## config.mk

```make
export PLATFORM = sky130hd
export DESIGN_NAME = linescanner_sensor_emulator
export DESIGN_NICKNAME = d
export VERILOG_FILES = /design/src/rtl/linescanner_sensor_emulator.sv
export SDC_FILE = /design/constraint.sdc
export NUM_CORES = 1
export LEC_CHECK = 0
export BUFFER_PORTS_ARGS = -buffer_cell sky130_fd_sc_hd__clkbuf_2
export CAP_MARGIN = 10
export CORE_ASPECT_RATIO = 1.1
export CORE_MARGIN = 1.5
export CORE_UTILIZATION = 60
export CTS_CLUSTER_DIAMETER = 30
export DETAILED_ROUTE_END_ITERATION = 8
export GPL_TIMING_DRIVEN = 1
export HOLD_SLACK_MARGIN = 0.12
export PLACE_DENSITY = 0.86
export SLEW_MARGIN = 20
export SYNTH_ARGS = -nofsm -noshare
export SYNTH_HDL_FRONTEND = slang
export SYNTH_SLANG_ARGS = --single-unit
export TNS_END_PERCENT = 50
```

## constraint.sdc

```tcl
create_clock -name pixel_clock -period 3.2 [get_ports pixel_clock]
set_clock_uncertainty 0.1 [all_clocks]
set_input_delay 0 -clock pixel_clock [delete_from_list [all_inputs] [get_ports pixel_clock]]
set_output_delay 0 -clock pixel_clock [all_outputs]
set_load 0.01 [all_outputs]
```

## src/rtl/linescanner_sensor_emulator.sv

```systemverilog
`default_nettype none
// ============================================================================
//  Module   : linescanner_sensor_emulator
//  Purpose  : Synthesizable stand-in for the line-scan sensor. It watches the
//             exposure controls (rst_cvc, rst_cds, sample), accepts a
//             transfer/convert request (load_pulse), holds end_adc low for a
//             fixed conversion time and then streams one line of NUM_PIXELS
//             pixels with lval high. Pixel content is a deterministic ramp
//             (pixel_index + line_index) for exposed lines, DARK_LEVEL otherwise.
//  Ports    : pixel_clock    - sole clock, rising edge
//             reset          - synchronous, active-high
//             rst_cvc/rst_cds- sensor resets, low = exposure window open
//             sample         - sample strobe; its falling edge ends an exposure
//             load_pulse     - one-cycle transfer/convert request
//             end_adc        - 1 = ADC idle, 0 = conversion running
//             lval           - line valid, NUM_PIXELS cycles per line
//             data[7:0]      - pixel data while lval=1, else 8'h00
//             protocol_error - sticky misuse flag (checker build only)
//  Options  : LINESCANNER_EMU_PROTOCOL_CHECK_EN - when defined, builds the
//             protocol checker driving protocol_error; otherwise tied to 0.
//  Revision : 1.0 - initial release
// ============================================================================
module linescanner_sensor_emulator #(
    parameter int unsigned NUM_PIXELS = 16,
    parameter int unsigned ADC_CLOCKS = 40,
    parameter logic [7:0]  DARK_LEVEL = 8'h10
) (
    input  logic       pixel_clock,
    input  logic       reset,
    input  logic       rst_cvc,
    input  logic       rst_cds,
    input  logic       sample,
    input  logic       load_pulse,
    output logic       end_adc,
    output logic       lval,
    output logic [7:0] data,
    output logic       protocol_error
);

    localparam logic [11:0] c_PIX_LAST = 12'(NUM_PIXELS - 1);
    localparam logic [15:0] c_ADC_LAST = 16'(ADC_CLOCKS - 1);

    typedef enum logic [1:0] {
        ST_READY   = 2'd0,
        ST_CONVERT = 2'd1,
        ST_READOUT = 2'd2
    } state_t;

    state_t      state_q;
    logic [7:0]  line_index_q;
    logic [11:0] pixel_index_q;
    logic [15:0] adc_count_q;
    logic        exposure_done_q;
    logic        line_exposed_q;
    logic        sample_q;
    logic        end_adc_q;
    logic        lval_q;
    logic [7:0]  data_q;

    logic        w_expose_fall;
    logic [11:0] w_pixel_inc;

    // An exposure only counts when both sensor resets are released in the
    // very cycle the sample strobe falls.
    assign w_expose_fall = sample_q & ~sample & ~rst_cvc & ~rst_cds;
    assign w_pixel_inc   = pixel_index_q + 12'd1;

    function automatic logic [7:0] f_pixel(input logic        exposed,
                                           input logic [11:0] pix,
                                           input logic [7:0]  line);
        f_pixel = exposed ? (pix[7:0] + line) : DARK_LEVEL;
    endfunction

    always_ff @(posedge pixel_clock) begin
        if (reset) begin
            state_q         <= ST_READY;
            line_index_q    <= 8'd0;
            pixel_index_q   <= 12'd0;
            adc_count_q     <= 16'd0;
            exposure_done_q <= 1'b0;
            line_exposed_q  <= 1'b0;
            sample_q        <= 1'b0;
            end_adc_q       <= 1'b1;
            lval_q          <= 1'b0;
            data_q          <= 8'h00;
        end else begin
            sample_q <= sample;
            // Exposures seen in any state are held for the next accepted load.
            if (w_expose_fall) begin
                exposure_done_q <= 1'b1;
            end

            case (state_q)
                ST_READY: begin
                    end_adc_q <= 1'b1;
                    lval_q    <= 1'b0;
                    data_q    <= 8'h00;
                    if (load_pulse) begin
                        state_q         <= ST_CONVERT;
                        end_adc_q       <= 1'b0;
                        // A falling edge coinciding with the load belongs to
                        // this line; the clear below overrides the set above.
                        line_exposed_q  <= exposure_done_q | w_expose_fall;
                        exposure_done_q <= 1'b0;
                        adc_count_q     <= 16'd0;
                    end
                end

                ST_CONVERT: begin
                    if (adc_count_q == c_ADC_LAST) begin
                        state_q       <= ST_READOUT;
                        end_adc_q     <= 1'b1;
                        lval_q        <= 1'b1;
                        pixel_index_q <= 12'd0;
                        data_q        <= f_pixel(line_exposed_q, 12'd0, line_index_q);
                    end else begin
                        adc_count_q <= adc_count_q + 16'd1;
                    end
                end

                ST_READOUT: begin
                    // pixel_index_q tracks the pixel currently on data_q.
                    if (pixel_index_q == c_PIX_LAST) begin
                        state_q      <= ST_READY;
                        lval_q       <= 1'b0;
                        data_q       <= 8'h00;
                        line_index_q <= line_index_q + 8'd1;
                    end else begin
                        pixel_index_q <= w_pixel_inc;
                        data_q        <= f_pixel(line_exposed_q, w_pixel_inc, line_index_q);
                    end
                end

                default: begin
                    state_q   <= ST_READY;
                    end_adc_q <= 1'b1;
                    lval_q    <= 1'b0;
                    data_q    <= 8'h00;
                end
            endcase
        end
    end

    assign end_adc = end_adc_q;
    assign lval    = lval_q;
    assign data    = data_q;

`ifdef LINESCANNER_EMU_PROTOCOL_CHECK_EN
    logic protocol_error_q;
    logic w_sample_rise;
    logic w_violation;

    assign w_sample_rise = ~sample_q & sample;
    assign w_violation   = (load_pulse && (state_q != ST_READY))
                         || (w_sample_rise && !end_adc_q)
                         || (load_pulse && (state_q == ST_READY) && sample);

    always_ff @(posedge pixel_clock) begin
        if (reset) begin
            protocol_error_q <= 1'b0;
        end else if (w_violation) begin
            protocol_error_q <= 1'b1;
        end
    end

    assign protocol_error = protocol_error_q;
`else
    assign protocol_error = 1'b0;
`endif

endmodule
`default_nettype wire

```

==> metrics.txt <==
Max-Slew Margin vs Limit=a little under a third; global router's overall resource usage=around a quarter; FMAX=378.3 MHz; initial cell density of the core=between 60% and 70%; layout overhead on the synthesized area=10.18%; I/O pins=17; post-synthesis net count=roughly 380; floorplan die height=about 77 um; post-synthesis instance area=roughly 3000 sq um; Die Footprint=about 5400 sq um; design internal power=roughly 1.1 mW; actual slew at the worst max-slew pin=between 1 and 1.5 ns; clock share of power=27.5%; worst hold path stage count=2; critical path's slowest cell=a2111oi_0; met2 capacity usage during global routing=between 40 and 50%; number of antenna violations at the first check in global routing=0; final wirelength=roughly 6700 um; launching element type of the critical path=flip-flop; Root Buffer=clkbuf_8; type of the worst setup path=flip-flop to flip-flop; hold path endpoint=pixel_index_q[1]; total half-perimeter wirelength after legalization and detailed placement=roughly 5000 um; number of max-cap violations=0; Sinks on Clock Net=a little over 50; number of buffers on the longest clock path=2; mean instance size in the synthesized netlist=about 8.4 sq um; maximum number of pins on one net before global-route repair=33; result of the run=completed; part of the power in combinational logic=31.5%; overall die width=70.27 um; Filler cells=approximately 360; average vias per placed instance=approximately 6.2; final total negative setup slack=0 ns; RD Place Congestion=0.9474; cell breakdown of the critical path=inv_1 -> ha_1 -> buf_4 -> mux2i_1 -> a2111oi_0 -> a31oi_1 -> a41o_1; count of warnings emitted by yosys=0; antenna viol nets, final=0; PostCTS Resize Cnt=0; TritonCTS Buffers=5; Reg power frac=40.9%; final-report max-slew violation count=0; count of inserted antenna diode cells=0; nets=395; worst flop-to-flop path startpoint=state_q[1]; vias in the first global route=2,544; Min Clock Period, post-route=2.643 ns; total of flip-flops plus latches after synthesis=51; P_leak=about 1.3 nW; Net Switching=0.6001 mW; number of instances in the placed design=roughly 420; Cell variety after synth=60; layout cells sized above 1=between 10 and 15%; CP max FO=14; total setup violations reported at the end of the flow=0; aggregate global routing overflow=0; most instantiated flip-flop cell in the synthesis netlist=dfxtp_1; Port-buffer cells=15; number of optimization iterations in the first detailed-route pass=4; RSZ-0062 raised after global routing=false; Cell Rows=26; worst-skew pair later-pin latency=roughly 0.30 ns; vias post-DR=2,655; Post-Layout Cell Count=between 400 and 500; switching part of the total=about 35%; required time worst endpoint=3.30 ns; reg-to-reg slack, setup=about 0.56 ns; fraction of met3 tracks used by global routing=4.074%; Slowest Stage Delay on Critical Path=around 0.93 ns; ratio of final minimum period to clock period=between 80 and 90%; IR drop worst, VDD=0.3098 mV; Setup crit end kind=flip-flop; data arrival time of the worst path=approximately 2.8 ns; class of the most critical hold timing path=input pin to flip-flop; detail-routed net length per standard cell=~16 um; wire length of the first global-routing pass=approximately 12,000 um; initial drt markers=approximately 170; Reg-to-Reg End=adc_count_q[8]; met1 demand-to-capacity share in global routing=about a third; number of enable flip-flop cells after synthesis=0; CORE AREA=~4700 sq um; fraction of registers with async set or reset after synthesis=0%; Pwr Density=about 520 nW/um^2; worst r2r path cells=7; Max H-tree Level=2; clock tree from TritonCTS=built; post-CTS clock slew at the launch and capture registers of the worst setup and hold paths=0.09 ns; total count of hold-check failures in the final report=0; sequential cell area fraction in the yosys report=~34%; Worst Hold Launch=reset; residual DRC count=0; global route hottest layer=met2; Gate Count Post-Synth=about 350
-- state kept, by name, summed over array words and instances, names as in the netlist --
| signal | cells |
|---|---|
| adc_count_q | 16 |
| pixel_index_q | 12 |
| data | 8 |
| line_index_q | 8 |
| state_q | 2 |
| end_adc | 1 |
| exposure_done_q | 1 |
| line_exposed_q | 1 |
| lval | 1 |
| sample_q | 1 |
-- cells in the final DEF, fill, tap and decap left out, drive strengths merged, types with 4 or more instances in the layout --
cell type    netlist  final
a2111oi            8      8
nand2             33     33
dfxtp             51     51
xnor2             19     19
a22oi              6      6
or3                4      4
or4                5      5
xor2               9      9
nand3             16     16
and3               5      5
nor4               6      6
o21ai             10     10
dlygate4sd3        0      5
nor2              38     38
a31oi              6      6
nand4              9      9
buf                3      7
nor2b              4      4
a211oi             7      7
ha                14     14
a21oi             12     12
nor3               8      8
mux2i              7      7
inv               17     17
clkbuf            11     21
-- cell type report --
class | instances | area, sq um | area share, %
tap | 56 | 70.07 | 2.129
sequential | 51 | 1021 | 31.03
timing repair buffer | 27 | 177.7 | 5.399
inverter | 17 | 63.81 | 1.939
clock inverter | 2 | 35.03 | 1.065
clock buffer | 6 | 82.58 | 2.510
multi-input combinational | 272 | 1841 | 55.93
-- power by group through the flow --
stage	Clock, mW	Sequential, mW	Combinational, mW
after floorplan	0	0.707	0.384
after global placement	0	0.707	0.514
after detailed placement	0	0.708	0.524
after CTS	0.474	0.693	0.530
after global routing	0.498	0.697	0.586
final	0.467	0.694	0.535
-- metrics by stage --
step | setup slack (ns) | utilization, % | instance area (sq um) | hold WS [ns] | total power [mW]
3_3_place_gp | 0.6691 | 66.21 | 3123 | 0.1334 | 1.221
6_report | 0.5568 | 69.76 | 3291 | 0.2484 | 1.696
2_1_floorplan | 0.8411 | - | 2987 | 0.02818 | 1.091
5_1_grt | 0.3320 | 69.76 | 3291 | 0.2652 | 1.781
4_1_cts | 0.5795 | 69.76 | 3291 | 0.2381 | 1.697
3_5_place_dp | 0.6090 | 66.21 | 3123 | 0.1373 | 1.232
-- synthesized netlist by cell type, types with 2 or more instances --
library cell  number  area [sq um]
dfxtp_1           51          1021
nand2_1           33         123.9
and3_1             5         31.28
or2_2              3         18.77
or4_4              2         22.52
o21a_1             3         22.52
nor3_1             7         35.03
a2111oi_0          8         70.07
o21ai_0            9         45.04
nor2b_1            4         25.02
nand2b_1           3         18.77
nand4_1            9         56.30
a31oi_1            6         37.54
nor2_1            38         142.6
nor4_1             4         25.02
xor2_1             9         78.83
and4_1             3         26.28
ha_1              14         175.2
buf_4              2         15.01
mux2i_1            7         70.07
o2111ai_1          3         26.28
o22ai_1            3         18.77
and2_1             2         12.51
inv_1             17         63.81
a211oi_1           7         52.55
o211ai_1           2         15.01
or4_1              3         22.52
clkbuf_1          11         41.29
or3_1              4         25.02
nand3_1           15         75.07
a21oi_1           12         60.06
a22oi_1            6         45.04
xnor2_1           19         166.4
a211o_1            2         17.52
a21boi_0           3         22.52
-- layer usage --
layer	vias up	routed length [um]	share of wire, %
met5	-	0	0
met4	0	51	0.76
met3	6	302	4.5
met2	51	3258	49
met1	1267	3083	46
li1	1331	-	-
-- how the worst max path moves through the flow --
stage,startpoint,endpoint
final,state_q[1],adc_count_q[8]
after global placement,pixel_index_q[0],data[6]
after global routing,state_q[1],adc_count_q[8]
after CTS,state_q[1],adc_count_q[8]
after detailed placement,adc_count_q[6],pixel_index_q[3]
after floorplan,pixel_index_q[0],data[6]
-- cells by family (layout without fill, tap and decap cells) --
family / Yosys count / after routing / synth area share (%)
AO/OA/AOI/OAI: 77 / 77 / 19.10
XOR/XNOR: 28 / 28 / 8.211
adder cells (fa/ha/maj): 15 / 15 / 6.535
buffers and inverters: 31 / 52 / 4.189
flip-flops: 51 / 51 / 34.19
multiplexers: 7 / 7 / 2.346
other: 1 / 1 / 0.1256
AND/OR/NAND/NOR: 144 / 144 / 25.30
-- worst max-delay path: cells and delay by family, from the launching register on --
| kind | cells | cell delay, ns |
|---|---|---|
| flops | 1 | 0.33 |
| compound gates | 3 | 1.35 |
| mux | 1 | 0.28 |
| buf+inv | 2 | 0.31 |
| fa+ha+maj | 1 | 0.17 |
-- timing repair --
| action | in CTS | in global routing |
|---|---|---|
| hold buffers | 5 | 0 |
| endpoints found under the hold margin | 5 | 0 |
| setup buffers | 0 | 0 |
(Power assumes the default switching activity.)
